## src/rtl/neuron_feeder.sv

```systemverilog
// Streams NUM_INPUTS pixel/weight pairs plus a latched bias into a downstream neuron,
// then waits a bounded time for the neuron's result and captures it.
module neuron_feeder #(
  parameter int unsigned IN_WIDTH   = 16,
  parameter int unsigned NUM_INPUTS = 784,
  parameter int unsigned ADDR_WIDTH = 10,
  parameter int unsigned TIMEOUT    = 15
) (
  input  logic                  clk,
  input  logic                  rst,
  input  logic                  start,
  input  logic                  pause,
  input  logic [IN_WIDTH-1:0]   bias_cfg,
  output logic                  pix_rd_en,
  output logic                  w_rd_en,
  output logic [ADDR_WIDTH-1:0] pix_addr,
  output logic [ADDR_WIDTH-1:0] w_addr,
  input  logic [IN_WIDTH-1:0]   pix_data,
  input  logic [IN_WIDTH-1:0]   w_data,
  output logic [IN_WIDTH-1:0]   n_data_in,
  output logic [IN_WIDTH-1:0]   n_weight_in,
  output logic [IN_WIDTH-1:0]   n_bias_in,
  output logic                  n_input_valid,
  input  logic [IN_WIDTH-1:0]   n_data_out,
  input  logic                  n_out_valid,
  output logic                  busy,
  output logic [IN_WIDTH-1:0]   result,
  output logic                  result_valid,
  output logic                  timeout_err
);

  localparam int unsigned CNT_W = $clog2(TIMEOUT + 1);
  localparam logic [ADDR_WIDTH-1:0] LAST_IDX = ADDR_WIDTH'(NUM_INPUTS - 1);
  localparam logic [CNT_W-1:0]      CNT_LAST = CNT_W'(TIMEOUT - 1);
  localparam logic [CNT_W-1:0]      CNT_MAX  = CNT_W'(TIMEOUT);

  typedef enum logic [2:0] {IDLE, ISSUE, DRAIN, WAIT_RES, DONE} state_t;

  state_t                state;
  logic [ADDR_WIDTH-1:0] idx;
  logic [CNT_W-1:0]      cnt;
  logic [IN_WIDTH-1:0]   bias_q;
  logic                  rd_en;

  // Strobe is combinational so a pause takes effect in the same cycle it is raised.
  assign rd_en       = (state == ISSUE) && !pause;
  assign pix_rd_en   = rd_en;
  assign w_rd_en     = rd_en;
  assign pix_addr    = idx;
  assign w_addr      = idx;
  assign n_data_in   = pix_data;
  assign n_weight_in = w_data;
  assign n_bias_in   = bias_q;
  assign busy        = (state != IDLE);

  always_ff @(posedge clk) begin
    if (rst) begin
      state         <= IDLE;
      idx           <= '0;
      cnt           <= '0;
      bias_q        <= '0;
      n_input_valid <= 1'b0;
      result        <= '0;
      result_valid  <= 1'b0;
      timeout_err   <= 1'b0;
    end else begin
      n_input_valid <= rd_en;
      result_valid  <= 1'b0;
      case (state)
        IDLE: begin
          if (start) begin
            bias_q      <= bias_cfg;
            idx         <= '0;
            timeout_err <= 1'b0;
            state       <= ISSUE;
          end
        end
        ISSUE: begin
          if (!pause) begin
            if (idx == LAST_IDX) state <= DRAIN;
            else                 idx   <= idx + 1'b1;
          end
        end
        DRAIN: begin
          cnt   <= '0;
          state <= WAIT_RES;
        end
        WAIT_RES: begin
          // A result arriving on the last allowed cycle still wins over the timeout.
          if (n_out_valid) begin
            result       <= n_data_out;
            result_valid <= 1'b1;
            state        <= DONE;
          end else if (cnt >= CNT_LAST) begin
            timeout_err <= 1'b1;
            state       <= DONE;
          end else if (cnt != CNT_MAX) begin
            cnt <= cnt + 1'b1;
          end
        end
        DONE:    state <= IDLE;
        default: state <= IDLE;
      endcase
    end
  end

endmodule

```

## config.mk

```make
export PLATFORM = sky130hd
export DESIGN_NAME = neuron_feeder
export DESIGN_NICKNAME = d
export VERILOG_FILES = /design/src/rtl/neuron_feeder.sv
export SDC_FILE = /design/constraint.sdc
export NUM_CORES = 1
export LEC_CHECK = 0
export CAP_MARGIN = 20
export CORE_ASPECT_RATIO = 0.6
export CORE_MARGIN = 2
export CORE_UTILIZATION = 36
export CTS_BUF_LIST = sky130_fd_sc_hd__clkbuf_4 sky130_fd_sc_hd__clkbuf_8 sky130_fd_sc_hd__clkbuf_16
export DETAILED_ROUTE_END_ITERATION = 8
export PLACE_DENSITY = 0.89
export SLEW_MARGIN = 20
export SYNTH_ARGS = -nofsm -noshare
export SYNTH_HDL_FRONTEND = slang
export SYNTH_SLANG_ARGS = --single-unit
```

## constraint.sdc

```tcl
create_clock -name clk -period 1.9 [get_ports clk]
set_input_delay 0.285 -clock clk [delete_from_list [all_inputs] [get_ports clk]]
set_output_delay 0.285 -clock clk [all_outputs]
set_load 0.01 [all_outputs]
```

**After elaboration in Yosys (flattened, before gate mapping)**

Index checks and enable logic that the tools add are counted.

- Word-level logic and storage cells: 59
- Bits in writable memories: 0
- Bits in latches: 0
- Bits in registers: 52
- Output and inout port bits: 90
- Memory bits (read-only): 0
- Memories: 0
- Bits of input ports: 69

- Bitwise logic cells: 1
- Multiply operators: 0
- Reduce and logical (&&, ||, !) cells: 14
- Equality and inequality tests: 14
- Shift operators: 0
- Muxes and demuxes: 19
- Divide/modulo/power cells: 0
- $add $sub $neg: 2
- $lt $le $gt $ge: 1

Operators with widths:

| cell | count |
|---|---|
| $mux W10 | 3 |
| $pmux W10 S2 | 1 |
| $reduce_and A4 Y1 | 4 |
| $mux W3 | 5 |
| $ne A2 B2 Y1 const B | 7 |
| $mux W4 | 3 |
| $pmux W3 S4 | 1 |
| $add A10 B1 Y10 const B | 1 |
| $eq A10 B10 Y1 const B | 1 |
| $pmux W4 S2 | 1 |
| $eq A3 B2 Y1 const B | 2 |
| $reduce_bool A2 Y1 | 3 |
| $add A4 B1 Y4 const B | 1 |
| $ge A4 B4 Y1 const B | 1 |
| $mux W1 | 4 |
| $ne A4 B4 Y1 const B | 1 |
| $reduce_and A2 Y1 | 2 |
| $eq A3 B1 Y1 const B | 1 |
| $logic_not A3 Y1 | 1 |
| $ne A3 B3 Y1 const B | 1 |
| $reduce_bool A3 Y1 | 1 |
| $ne A2 B1 Y1 const B | 1 |
| $pmux W1 S2 | 1 |
| $reduce_or A2 Y1 | 1 |
| other kinds (3) | 3 |

**Longest topological paths before layout**

- Word-level depth: 5
- Depth in mapped cells: 7
- Gate-level depth less buffers: 7

**Least setup slack after synthesis**

No wires, ideal clock.

- Kind: reg-to-reg
- Start: reg idx[0], in the netlist pix_addr[0]
- End: reg idx[2], in the netlist pix_addr[2]
- Data arrival time: 1.544 ns
- Data required time: 1.783 ns
- Setup slack: 0.239 ns
- Stages on the path, launching flop included: 7
- Buffers on the path: 0
- Library setup time: 0.117 ns
- Period minus slack after synthesis: 1.661 ns
- Cells stage by stage: dfxtp_1 > ha_1 > and4b_1 > a31oi_4 > o21ai_4 > o21bai_1 > a32o_1

- Word-level cells in the longest chain between the ends: 4
- Elaborated cells between the ends (all ways): 7
- Classes of those cells: 1 x add/sub; 2 x eq/ne; 3 x mux; 1 x reduce/logical

Ends and longest elaborated chain:

| element | RTL line | source |
|---|---|---|
| start: declaration | 40 | `logic [ADDR_WIDTH-1:0] idx;` |
| start signal: assignment | 81 | `else idx <= idx + 1'b1;` |
| $add A10 B1 Y10 | 81 |  |
| $mux W10 | 80 | `if (idx == LAST_IDX) state <= DRAIN;` |
| $mux W10 | 79 | `if (!pause) begin` |
| $pmux W10 S2 | 69 | `case (state)` |

Several ways; a longest one is shown, not always the timed one. The select of a mux whose other input is x is not followed.
A chain may end at the register's enable or synchronous reset.

**Final worst setup path**

- Start: reg cnt[0]
- End: reg cnt[1]

- Word-level cells in the longest chain between the ends: 5
- Elaborated cells between the ends (all ways): 10
- Classes of those cells: 1 x add/sub; 1 x order compare; 3 x eq/ne; 4 x mux; 1 x reduce/logical

Ends and longest elaborated chain:

| element | RTL line | source |
|---|---|---|
| start: declaration | 41 | `logic [CNT_W-1:0] cnt;` |
| start signal: assignment | 98 | `cnt <= cnt + 1'b1;` |
| $add A4 B1 Y4 | 98 |  |
| $mux W4 | 97 | `end else if (cnt != CNT_MAX) begin` |
| $mux W4 | 94 | `end else if (cnt >= CNT_LAST) begin` |
| $mux W4 | 90 | `if (n_out_valid) begin` |
| $pmux W4 S2 | 69 |  |

Several ways; a longest one is shown, not always the timed one. The select of a mux whose other input is x is not followed.

==> impl_results.md <==
- Synth Instances: 304
- Layout fillers: 619
- Final setup TNS: 0 ps
- Total gr overflow: 0
- Min cycle time layout: 1775 ps
- Max-slew violations: 0
- Pre-antenna DRT Iters: 4
- CP Capture Type: flop
- EDFF count, synth: 0
- Cell taking the most area after synthesis: dfxtp_1
- Syn avg cell area: 8.133 sq um
- HPWL Detailed: 4557 um
- Ant diodes: 0
- Post-route cell area: 3369 sq um
- Post-Synth XOR/XNOR Area: 0%
- Critical Path, Cell by Cell: inv_1 > ha_1 > o211a_1 > a311oi_1 > o21ai_1 > nor4_1 > a31o_2
- Worst slew pin tran: 508.1 ps
- Die area: 7568 sq um
- Total Routing Usage GR: 14.96%
- Synth warnings: 0
- Max Clock Freq: 563.4 MHz
- Placed Area: 3211 sq um
- Hold buffers post-CTS: 0
- Post-synthesis compound-gate area fraction: 18.98%
- CP Buf/Inv Count: 1
- Crit path max fanout: 4
- Later-pin clock latency in the skew report: 280 ps
- Pre-CTS setup slack: -34.43 ps
- Status: complete, no violations
- CP top delay family: compound AO/OA/AOI/OAI gates
- Global-route wire length before repair: 9142 um
- Resized cells post-CTS: 3
- Port Buffers: 94
- Crit path DAT: 2010 ps
- Detailed-route DRC error count: 0
- Worst vdd rail ir drop: 0.6490 mV
- Power Total: 2402 uW
- Total wire length: 6002 um
- Share of cells above drive strength 1: 8.380%
- Final setup fails: 0
- Root buffer cell: clkbuf_16
- Register area: 1042 sq um
- Synth top area share: 42.11%
- Largest family of logic cells by synthesized area: simple AND/OR/NAND/NOR gates
- Startpoint Class: flop
- Hold crit path type: in -> reg
- WS Path Type: reg -> reg
- Post-CTS Repair Setup Buffers: 0
- Clock Path Buffers: 2
- Multi-input gate area: 1028 sq um
- Area Overhead vs Synth: 36.29%
- Die height: 68.19 um
- # nets final: 429
- Relative max-transition margin: 66.05%
- CTS H-tree depth: 2
- TritonCTS buffer count: 5
- Post-Syn Nets: 376
- Post-detailed-route wirelength per cell: 13.49 um
- Top Ports: 159
- Num rows: 23
- Initial antenna violation count: 0
- CTS tree: yes
- Post-synthesis cell type count: 42
- Mux cell area share after synthesis: 0%
- Cell leakage power: 0.001198 uW
- RSZ-0062 raised after global routing: no
- Final worst setup slack: 125.1 ps
- FFs w/ async S/R, synth: 0%
- Synth Area in Adders: 1.518%
- Largest net degree at the start of global routing: 29
- Post-synthesis simple-gate area fraction: 20.85%
- #FFs+latches synth: 52
- Seq/Total Area, Yosys: 42.11%
- Delay of the slowest critical-path stage: 370 ps
- Hold Vio Cnt, Final: 0
- DRT antenna net count: 0
- Via count: 2,243
- Skew final: 4.867 ps
- Main area contributors after synthesis: dfxtp_1 42%, buf_4 14%, nand2_1 11%
- Pwr/cell area: 712.9 nW/um^2
- Clk sinks: 52
- Netlist Area Pre-Place: 2472 sq um
- Initial Util: 37.19%
- Die X-Extent: 111.0 um
- Initial DRC Count: 186
- Tcrit/Tclk final: 93.41%
- Placed cells: 437
- Fin cells: 445
- Top_reg_cell synth: dfxtp_1
- Vias in the first global route: 1,921
- RD Place Congestion: 0.8762
- Clk pin slew, worst setup/hold paths: 70 ps
- Core area: 6648 sq um
- Vias per cell: 5.040
- Maxcap violations: 0
- CP required: 2130 ps
- CP max stage cell: dfxtp_1
layout make-up:
cell class | count | share of cell area (%)
multi-input cells | 190 | 30.52
flip-flops and latches | 52 | 30.93
well taps | 87 | 3.231
clock inverters | 2 | 0.4456
repair buffers | 104 | 30.30
clock buffers | 6 | 4.122
inverters | 4 | 0.4456
cell usage after synthesis (all sizes together) (2+ instances only):
library cell  count
nor3              3
nor4              2
o21ai             8
o211ai            6
clkbuf           10
a31oi             6
a31o              2
a21oi            38
nor2b             2
inv               4
ha                3
o211a             2
nand2            75
nor2              9
nand3             8
buf              48
and3              3
nand4             3
dfxtp            52
o31ai             4
metrics by stage:
stage | hold slack (ps) | utilization (%)
6_report | 402.4 | 50.69
5_1_grt | 417.7 | 50.69
4_1_cts | 383.8 | 50.61
3_5_place_dp | 445.8 | 48.30
3_3_place_gp | 441.0 | 48.30
2_1_floorplan | 421.0 | -
report_power, final:
group	switching, uW	internal (uW)
Sequential	20.6	1120
Clock	389	524
Combinational	162	184
path summary, 6_finish.rpt:
| kind | cells after the start | start | slack, ps | to |
|---|---|---|---|---|
| setup reg to reg | 7 | cnt[0]$_SDFFE_PP0P_ | 130 | cnt[1]$_SDFFE_PP0P_ |
| hold reg to reg | 2 | result[2]$_SDFFE_PP0P_ | 450 | result[2]$_SDFFE_PP0P_ |
| hold / removal | 2 | rst | 400 | result_valid$_SDFF_PP0_ |
| setup / recovery | 7 | cnt[0]$_SDFFE_PP0P_ | 130 | cnt[1]$_SDFFE_PP0P_ |
metal layers:
| metal | global-route usage, % | vias up | wire, um |
|---|---|---|---|
| met2 | 22.78 | 87 | 2726 |
| met5 | 0 | - | 0 |
| li1 | - | 1105 | - |
| met1 | 20.40 | 1047 | 2899 |
| met3 | 5.492 | 4 | 350 |
| met4 | 3.438 | 0 | 25 |
sequential cells by signal, indices dropped and copies added, names as in the netlist:
name           flops
state              3
result_valid       1
timeout_err        1
pix_addr          10
result            16
n_bias_in         16
n_input_valid      1
cnt                4
kinds of logic (layout without fill, tap and decap cells):
group / after synthesis / in the layout
buffers and inverters: 62 / 116
and+or+nand+nor: 114 / 114
AOI/OAI and AO/OA: 73 / 73
adders and majority gates: 3 / 3
DFF: 52 / 52
layout by cell type (no fill, tap or decap), types with 2 or more instances in the layout:
cell type and instances:
nand2_1 75, nor3_1 2, ha_1 3, a31oi_1 5, clkdlybuf4s50_1 91, o21ai_0 5
nor2_1 8, nor2b_1 2, nand4_1 3, and3_1 3, buf_4 9, o211ai_1 6
a21oi_1 38, o31ai_1 4, dlygate4sd2_1 2, clkinvlp_4 2, dfxtp_1 51, a31o_2 2
o211a_1 2, clkbuf_16 5, nor4_1 2, nand3_1 8, inv_1 4
(Power assumes the default switching activity.)
